===== config.mk =====
export PLATFORM = sky130hd
export DESIGN_NAME = csel_adder_pipe
export DESIGN_NICKNAME = d
export VERILOG_FILES = /design/src/rtl/csel_adder_pipe.sv
export SDC_FILE = /design/constraint.sdc
export NUM_CORES = 1
export LEC_CHECK = 0
export BUFFER_PORTS_ARGS = -buffer_cell sky130_fd_sc_hd__buf_2
export CORE_MARGIN = 1.5
export CORE_UTILIZATION = 55
export CTS_CLUSTER_DIAMETER = 120
export DETAILED_ROUTE_END_ITERATION = 12
export GPL_ROUTABILITY_DRIVEN = 0
export PLACE_DENSITY = 0.8
export SKIP_CTS_REPAIR_TIMING = 1
export SYNTH_ARGS = -nofsm -noshare
export SYNTH_HDL_FRONTEND = slang
export SYNTH_SLANG_ARGS = --single-unit

===== constraint.sdc =====
create_clock -name clk -period 3.15 [get_ports clk]
set_input_delay 0.63 -clock clk [delete_from_list [all_inputs] [get_ports clk]]
set_output_delay 0.63 -clock clk [all_outputs]
set_load 0.02 [all_outputs]

===== src/rtl/csel_adder_pipe.sv =====
// Two-stage carry-select adder: stage 1 registers per-block candidate sums, stage 2 selects and registers.
// Latency 2 edges, one add per cycle; in_ready drops only when both stages are full and out_ready is low.
module csel_adder_pipe #(
  parameter int WIDTH = 32,
  parameter int BLK   = 8
) (
  input  logic             clk,
  input  logic             rst,
  input  logic             in_valid,
  output logic             in_ready,
  input  logic [WIDTH-1:0] A,
  input  logic [WIDTH-1:0] B,
  input  logic             Cin,
  output logic             out_valid,
  input  logic             out_ready,
  output logic [WIDTH-1:0] Sum,
  output logic             Cout,
  output logic             Ovf
);

  localparam int NB = WIDTH / BLK;
  localparam logic [BLK:0] ONE = (BLK+1)'(1);

  typedef struct packed {
    logic [BLK:0]           blk0;
    logic [NB-1:1][BLK:0]   s0;
    logic [NB-1:1][BLK:0]   s1;
    logic                   msb_a;
    logic                   msb_b;
  } stage1_t;

  stage1_t          stg_n;
  stage1_t          stg;
  logic             s1_valid;
  logic             s1_adv;
  logic             in_xfer;
  logic             out_xfer;
  logic [NB-1:0]    c;
  logic [WIDTH-1:0] sum_n;
  logic             ovf_n;

  assign s1_adv   = s1_valid && (!out_valid || out_ready);
  assign in_ready = !s1_valid || s1_adv;
  assign in_xfer  = in_valid && in_ready;
  assign out_xfer = out_valid && out_ready;

  // Upper blocks precompute both carry-in cases; block 0 already knows its carry.
  always_comb begin
    stg_n = '0;
    stg_n.blk0 = {1'b0, A[BLK-1:0]} + {1'b0, B[BLK-1:0]} + {{BLK{1'b0}}, Cin};
    for (int k = 1; k < NB; k++) begin
      stg_n.s0[k] = {1'b0, A[k*BLK +: BLK]} + {1'b0, B[k*BLK +: BLK]};
      stg_n.s1[k] = {1'b0, A[k*BLK +: BLK]} + {1'b0, B[k*BLK +: BLK]} + ONE;
    end
    stg_n.msb_a = A[WIDTH-1];
    stg_n.msb_b = B[WIDTH-1];
  end

  always_comb begin
    sum_n          = '0;
    c              = '0;
    c[0]           = stg.blk0[BLK];
    sum_n[BLK-1:0] = stg.blk0[BLK-1:0];
    for (int k = 1; k < NB; k++) begin
      sum_n[k*BLK +: BLK] = c[k-1] ? stg.s1[k][BLK-1:0] : stg.s0[k][BLK-1:0];
      c[k]                = c[k-1] ? stg.s1[k][BLK]     : stg.s0[k][BLK];
    end
    ovf_n = (stg.msb_a == stg.msb_b) && (sum_n[WIDTH-1] != stg.msb_a);
  end

  // Candidate registers carry no reset: s1_valid qualifies them.
  always_ff @(posedge clk) begin
    if (in_xfer) stg <= stg_n;
  end

  always_ff @(posedge clk) begin
    if (rst) begin
      s1_valid  <= 1'b0;
      out_valid <= 1'b0;
      Sum       <= '0;
      Cout      <= 1'b0;
      Ovf       <= 1'b0;
    end else begin
      if (in_xfer)     s1_valid <= 1'b1;
      else if (s1_adv) s1_valid <= 1'b0;

      if (s1_adv) begin
        out_valid <= 1'b1;
        Sum       <= sum_n;
        Cout      <= c[NB-1];
        Ovf       <= ovf_n;
      end else if (out_xfer) begin
        out_valid <= 1'b0;
      end
    end
  end

endmodule


# After elaboration in Yosys (flattened, before gate mapping)
# Cells that the tools add are included.
[classes]
n_reduce_logical = 10
n_mux = 10
addsub = 8
eq_ne = 2
[op_table]
columns = ["op", "count"]
rows = [
  ["8-bit by 8-bit adder with 9-bit output", 4],
  ["9-bit by 1-bit adder with 9-bit output, second input constant", 3],
  ["8-bit two-way mux", 3],
  ["9-bit by 1-bit adder with 9-bit output", 1],
  ["1-bit two-way mux", 7],
  ["1-bit logical AND", 4],
  ["2-bit nonzero test", 2],
  ["1-bit logical NOT", 2],
  ["1-bit logical OR", 2],
  ["1-bit == test", 1],
  ["1-bit != test", 1],
]
[word_totals]
output_inout_bits = 36
register_bits = 101
inputBits = 69
wordCells = 44

# Depth between registers and ports, before layout
# Gate-level depths: netlist (run 1).
[depth]
depth_word = 6
mapped_depth = 9
depth_no_buf = 9

# Least setup slack after synthesis (run 1)
# No wires, ideal clock.
[synth_path]
path_kind = "input -> register"
from = "in out_ready"
to = "reg stg, in the netlist c[0], enable pin"
arrival_time_ns = 2.460
cell_stages = 3
setup_slack_ns = 0.260
path_buffers = 0
required_time_ns = 2.720
setup_ns = 0.430
path_cell_list = "nor2b_1 -> nand2_1 -> and2_1"
[synth_between]
elab_chain_cells = 4
[synth_lines]
columns = ["element", "line_no", "text"]
rows = [
  ["start: declaration", "15", "input logic out_ready,"],
  ["1-bit logical OR", "42", "assign s1_adv = s1_valid && (!out_valid || out_ready);"],
  ["1-bit logical AND", "42", ""],
  ["1-bit logical OR", "43", "assign in_ready = !s1_valid || s1_adv;"],
  ["net in_ready", "10", "output logic in_ready,"],
  ["1-bit logical AND", "44", "assign in_xfer = in_valid && in_ready;"],
  ["net in_xfer", "36", "logic in_xfer;"],
  ["end signal: assignment", "73", "if (in_xfer) stg <= stg_n;"],
  ["end: declaration", "33", "stage1_t stg;"],
]
# The timed path passes the listed nets, and every way through them passes these cells.
# A chain may end at the register's enable or synchronous reset.

==> results.sh, run 1 <==
export IMPL_status="finished clean"
export IMPL_cts_tree="done"
export IMPL_fmax_ghz=0.397
export IMPL_synth_avg_cell_area_um2=11.8
export IMPL_worst_slack_ns=0.633
export IMPL_skew_ns=0.0110
export IMPL_leakage_nw=2.56
export IMPL_core_area_um2=8760
export IMPL_clkSinkCount=101
export IMPL_dieArea_um2=9690
export IMPL_clkTransAtPathRegs_ns=0.09
export IMPL_min_period_ns=2.52
export IMPL_worst_pin_slew_ns=0.750
export IMPL_cts_root_buf="clkbuf_8"
export IMPL_ys_seq_elements=101
export IMPL_setup_worst_path_start_class="input pin"
export IMPL_path_depth=9
export IMPL_grt_max_degree=41
export IMPL_die_w_um=98.5
export IMPL_antenna_found_initial=0
export IMPL_finalSetupViolCount=0
export IMPL_cp_arrival_ns=2.62
export IMPL_finalCritPeriodShare_pct=79.9
export IMPL_synth_top_area_share_pct=39.0
export IMPL_maxCapViolations=0
export IMPL_critical_path_top_delay_family="adder cells"
export IMPL_worst_ep_required_time_ns=3.26
export IMPL_clk_latency_ns=0.35
export IMPL_min_path_cells=2
export IMPL_grt_usage_pct=19.1
export IMPL_cp_common_cell="xor2_1"
export IMPL_synthCells=426
export IMPL_r2r_cells=5
export IMPL_grt_pass1_wl_mm=14.8
export IMPL_p_total_mw=3.13
export IMPL_cpPeakStageDelay_ns=0.42
export IMPL_totalWireLength_mm=8.97
export IMPL_relSlewSlack_pct=50.0
export IMPL_via_per_inst=5.39
export IMPL_syn2layout_area_growth_pct=16.7
export IMPL_antenna_left=0
export IMPL_remaining_drc_errors=0
export IMPL_hold_viol_final=0
export IMPL_syn_nets=534
export IMPL_drtPass1Iterations=6
export IMPL_pin_count=105
export IMPL_crit_chain="buf_2 -> ha_1 -> fa_1 -> a211oi_1 -> nor2_1 -> xor2_1 -> nand4_1 -> nor3_1 -> xor2_1"
export IMPL_tns_ns=0
export IMPL_vdd_drop_max_uv=209
export IMPL_finalNetCount=640
export IMPL_synth_distinct_cells=41
export IMPL_ys_warnings_count=0
export IMPL_cp_slowest_cell="fa_1"
export IMPL_portBuffers=104
export IMPL_worstSetupPathType="input pin to register"
export IMPL_vias=3479
export IMPL_powerDensity_nw_per_um2=535
export IMPL_ys_seq_area_share_pct=53.3
export IMPL_start_util_pct=57.2
export IMPL_synth_most_common_cell="edfxtp_1"
export IMPL_yosysTopAreaCell="edfxtp_1"
export IMPL_synthTopCellsByArea="edfxtp_1 39%, dfxtp_1 14%, ha_1 8.5%, mux2i_1 5.2%, xnor2_1 4.9%"
export IMPL_drv_slew=0
export IMPL_antenna_cells=0
export IMPL_cts_buffers=9
export IMPL_first_global_vias=3425
export IMPL_cp_num_buf_inv=1
export IMPL_htreeDepth=3
export IMPL_fp_row_count=34
export IMPL_cp_max_fo=4
export IMPL_min_path_type="register to register"
export IMPL_dp_hpwl_mm=6.89
export IMPL_synth_area_um2=5010
export IMPL_synth_ff_type="edfxtp_1"
export IMPL_rsz0062_at_grt="no"
export IMPL_die_y_um=98.5
export IMPL_dpl_cell_area_um2=5660
export IMPL_place_ws_ns=0.264
export IMPL_drt_iter0_drc=111
export IMPL_synth_edf_count=65
export IMPL_wl_per_cell_um=13.9
export IMPL_fin_area_um2=5850
export IMPL_grt_overflow=0
export IMPL_clockBufferDepth=2
export IMPL_drive_gt1_share_pct=23.6
export IMPL_endpoint_kind="register"
export IMPL_async_reset_ff_share_pct=0
export IMPL_synth_commonest_cells="65 x edfxtp_1, 40 x nor2_1, 36 x dfxtp_1, 34 x ha_1, 28 x xnor2_1"
power by group:
part	switching, mW	leakage (nW)	total [mW]	internal [mW]
Combinational	0.387	1.54	0.682	0.295
Sequential	0.0484	0.933	1.65	1.60
Clock	0.425	0.0916	0.795	0.370
flip-flops by register name, summed over array words and instances (netlist names):
| register | count |
|---|---|
| Cout | 1 |
| c | 1 |
| s1_valid | 1 |
| out_valid | 1 |
| Ovf | 1 |
| Sum | 32 |
| stg | 64 |
cell families after synthesis:
logic type | count (synthesis) | share of synthesized area, %
AO/OA/AOI/OAI | 85 | 11.2
XOR/XNOR | 42 | 7.34
adder cells (fa/ha/maj) | 39 | 10.5
buffers and inverters | 33 | 2.77
flip-flops | 101 | 53.3
multiplexers | 28 | 5.87
AND/OR/NAND/NOR | 98 | 9.01
tightest hold or removal path, delay by kind of cell, from the launching register on:
kind,cells,cell delay [ns]
simple gates,1,0.05
compound gates,1,0.05
flops,1,0.32
layout by cell type (no fill, tap or decap), drive strengths merged, types with 11 or more instances in the layout:
master | netlist | final
buf | 3 | 109
edfxtp | 65 | 65
nor2 | 40 | 40
dfxtp | 36 | 36
ha | 34 | 34
xnor2 | 28 | 28
a211oi | 27 | 27
mux2i | 27 | 27
nand2 | 23 | 23
a21oi | 22 | 22
inv | 19 | 20
xor2 | 14 | 14
o21ai | 11 | 11
a21o | 11 | 11
clkbuf | 11 | 11
through the flow:
stage                     cells  util (%)  hold WS (ns)
after floorplan             426         -         0.471
after global placement      629      64.6         0.439
after detailed placement    629      64.6         0.455
after CTS                   645      66.7         0.467
after global routing        645      66.7         0.485
final                       645      66.7         0.462
final cells by class:
class	count	area, um^2
Clock buffer	11	131
Clock inverter	5	58.8
Fill cell	688	2920
Inverter	19	71.3
Multi-Input combinational cell	292	2210
Sequential cell	101	2670
Tap cell	108	135
Timing Repair Buffer	109	571
final timing paths:
kind	endpoint	from	slack, ns
max	stg[10]$_DFFE_PP_	A[8]	0.63
min	Sum[2]$_SDFFE_PP0P_	Sum[2]$_SDFFE_PP0P_	0.46
max reg2reg	Ovf$_SDFFE_PP0P_	c[0]$_DFFE_PP_	0.84
min reg2reg	Sum[2]$_SDFFE_PP0P_	Sum[2]$_SDFFE_PP0P_	0.46
layer usage:
layer | vias up | wire length [um] | global-route usage, %
met5 | - | 0 | 0
met1 | 1598 | 3810 | 22.8
li1 | 1763 | - | -
met2 | 102 | 4620 | 34.8
met4 | 0 | 162 | 8.13
met3 | 16 | 363 | 2.48
No activity file was read; power rests on OpenSTA's default activity.
==> run 2, diff against run 1 <==
Settings changed: ABC_AREA from default to 1, CORE_UTILIZATION 55 to 56.
Clock period 3.15 ns to 2.6 ns, I/O delays scaled along.
==> run 2 against run 1 <==
Clock skew is 0.0027 ns lower; largest cell class unchanged; first-iteration DRC count is 50% higher; sequential cell count stayed put; non-clock buffer count stayed put; global-route usage is 1.8 points higher; highest routed layer unchanged; clock power is 14% higher; worst setup slack worse by 0.15 ns.
==> results.sh, run 2 <==
export IMPL_synth_ff_type="edfxtp_1"
export IMPL_first_global_vias=4527
export IMPL_synth_commonest_cells="185 x nand2_1, 97 x inv_1, 65 x edfxtp_1, 52 x nand3_1, 41 x nor2_1"
export IMPL_totalWireLength_mm=10.9
export IMPL_synthCells=663
export IMPL_drive_gt1_share_pct=19.8
export IMPL_dieArea_um2=10800
export IMPL_seqPwrFrac_pct=51.9
export IMPL_tns_ns=0
export IMPL_portBuffers=104
export IMPL_worstSetupPathType="input pin to register"
export IMPL_ys_seq_area_share_pct=47.0
export IMPL_top_register="stg"
export IMPL_fillCellCount=828
export IMPL_multi_input_area_um2=2570
export IMPL_clkSinkCount=101
export IMPL_skew_ns=0.00834
export IMPL_wl_per_cell_um=12.0
export IMPL_start_util_pct=57.9
export IMPL_drv_slew=0
export IMPL_clkTransAtPathRegs_ns=0.09
export IMPL_rr_startpoint="c[0]$_DFFE_PP_"
export IMPL_r2r_slack_ns=1.02
export IMPL_antenna_left=0
export IMPL_top_regs="stg: 64 flops, Sum: 32 flops"
export IMPL_cp_arrival_ns=2.24
export IMPL_fp_row_count=36
export IMPL_fin_util_pct=66.5
export IMPL_powerDensity_nw_per_um2=585
export IMPL_finalCritPeriodShare_pct=81.3
export IMPL_worstReg2RegEnd="Ovf$_SDFFE_PP0P_"
export IMPL_synth_edf_count=65
export IMPL_netSwitchingPower_mw=1.18
export IMPL_async_reset_ff_share_pct=0
export IMPL_finalSetupViolCount=0
export IMPL_hp_start="B[31]"
export IMPL_p_total_mw=3.82
export IMPL_largest_register_ffs=64
export IMPL_clockBufferDepth=2
export IMPL_yosysTopAreaCell="edfxtp_1"
export IMPL_synth_top_area_share_pct=34.3
export IMPL_cts_root_buf="clkbuf_8"
export IMPL_seqCellArea_um2=2670
export IMPL_die_w_um=104
export IMPL_setup_worst_path_start_class="input pin"
export IMPL_min_path_type="input pin to register"
export IMPL_min_period_ns=2.11
export IMPL_syn2layout_area_growth_pct=14.9
export IMPL_cts_tree="done"
export IMPL_grt_overflow=0
export IMPL_vdd_drop_max_uv=398
export IMPL_clk_latency_ns=0.36
export IMPL_pin_count=105
export IMPL_dp_hpwl_mm=8.47
export IMPL_mostFrequentLayoutCells="185 x nand2_1, 104 x buf_2, 96 x inv_1"
export IMPL_layout_commonest_cell="nand2_1"
export IMPL_ys_seq_elements=101
export IMPL_worst_slack_ns=0.486
export IMPL_status="finished clean"
export IMPL_finalNetCount=880
export IMPL_htreeDepth=3
export IMPL_ys_warnings_count=0
export IMPL_hold_viol_final=0
export IMPL_cts_buffers=9
export IMPL_vias=4603
export IMPL_antenna_cells=0
export IMPL_cp_max_fo=3
export IMPL_synth_area_um2=5690
export IMPL_whs_ns=0.347
export IMPL_synth_avg_cell_area_um2=8.58
export IMPL_worst_ep_required_time_ns=2.72
export IMPL_syn_nets=771
export IMPL_endpoint_kind="register"
export IMPL_antenna_found_initial=0
export IMPL_r2r_cells=11
export IMPL_grt_pass1_wl_mm=18.6
export IMPL_via_per_inst=5.06
export IMPL_drt_iter0_drc=166
export IMPL_grt_usage_pct=21.0
export IMPL_synth_distinct_cells=29
export IMPL_relSlewSlack_pct=68.6
export IMPL_min_path_cells=1
export IMPL_pwr_share_comb_pct=24.4
export IMPL_remaining_drc_errors=0
export IMPL_synth_most_common_cell="nand2_1"
export IMPL_min_to="stg[0]$_DFFE_PP_"
export IMPL_leakage_nw=3.30
export IMPL_p_int_mw=2.64
export IMPL_worst_pin_slew_ns=0.471
export IMPL_sw_frac_of_total_pct=30.9
export IMPL_place_ws_ns=0.108
export IMPL_maxCapViolations=0
export IMPL_clockPowerShare_pct=23.7
export IMPL_grt_max_degree=61
export IMPL_fmax_ghz=0.473
export IMPL_die_y_um=104
export IMPL_rsz0062_at_grt="no"
export IMPL_synthTopCellsByArea="edfxtp_1 34%, dfxtp_1 13%, nand2_1 12%, ha_1 7.5%, inv_1 6.4%"
export IMPL_core_area_um2=9820
export IMPL_drtPass1Iterations=5
==> run 2: changes by cell type after synthesis, moves of 9 or more <==
cell,change
a211oi_1,-27
a21o_1,-11
a31oi_1,+10
inv_1,+78
mux2i_1,-26
nand2_1,+162
nand2_2,+9
nand3_1,+46
nand4_1,+16
o211ai_1,+16
o21ai_0,+9
xnor2_1,-20
==> run 2: cell families after synthesis <==
family          after synthesis  synth area share, %
buf+inv                     111                 7.83
simple gates                323                 25.5
compound gates               68                 7.17
flops                       101                 47.0
fa+ha+maj                    39                 9.24
xor+xnor                     21                 3.23
==> run 2: critical path, cell delays in order <==
cell and delay (ns):
buf_2 0.10, ha_1 0.23, fa_1 0.54, ha_1 0.18, inv_1 0.04, nor2_1 0.21, nand3_2 0.10, nor2_2 0.14
nand2_1 0.07, nand2_1 0.06, nand2_1 0.05
==> run 2: metal layers <==
layer	vias to the layer above	wire length, um	track usage, %
met5	-	0	0
met4	0	174	6.75
met3	17	485	4.41
met2	103	5630	40.1
met1	2069	4590	23.1
li1	2414	-	-
==> run 2: layout make-up <==
type,instances,area share [%]
Sequential cell,101,40.9
Multi-Input combinational cell,451,39.3
Timing Repair Buffer,109,8.74
Inverter,100,5.75
Tap cell,133,2.55
Clock buffer,12,2.22
Clock inverter,4,0.498
==> run 2: worst max-delay path by stage <==
stage,from,end,slack (ns)
2_1_floorplan,out_ready,c[0]$_DFFE_PP_,0.03
3_3_place_gp,A[8],stg[10]$_DFFE_PP_,0.19
3_5_place_dp,A[24],stg[28]$_DFFE_PP_,0.11
4_1_cts,A[24],stg[28]$_DFFE_PP_,0.49
5_1_grt,A[24],stg[28]$_DFFE_PP_,0.35
6_report,A[8],stg[10]$_DFFE_PP_,0.49
==> run 2: power groups by stage <==
stage	logic (mW)	registers, mW	clock network [mW]
after global routing	1.06	2.00	0.980
final	0.931	1.98	0.908
after detailed placement	0.931	2.02	0
after global placement	0.889	2.01	0
after CTS	0.935	1.99	0.926
after floorplan	0.641	2.06	0
==> run 2: stage by stage <==
stage,area (um^2),instances
2_1_floorplan,5690,663
3_3_place_gp,6350,894
3_5_place_dp,6350,894
4_1_cts,6530,910
5_1_grt,6530,910
6_report,6530,910
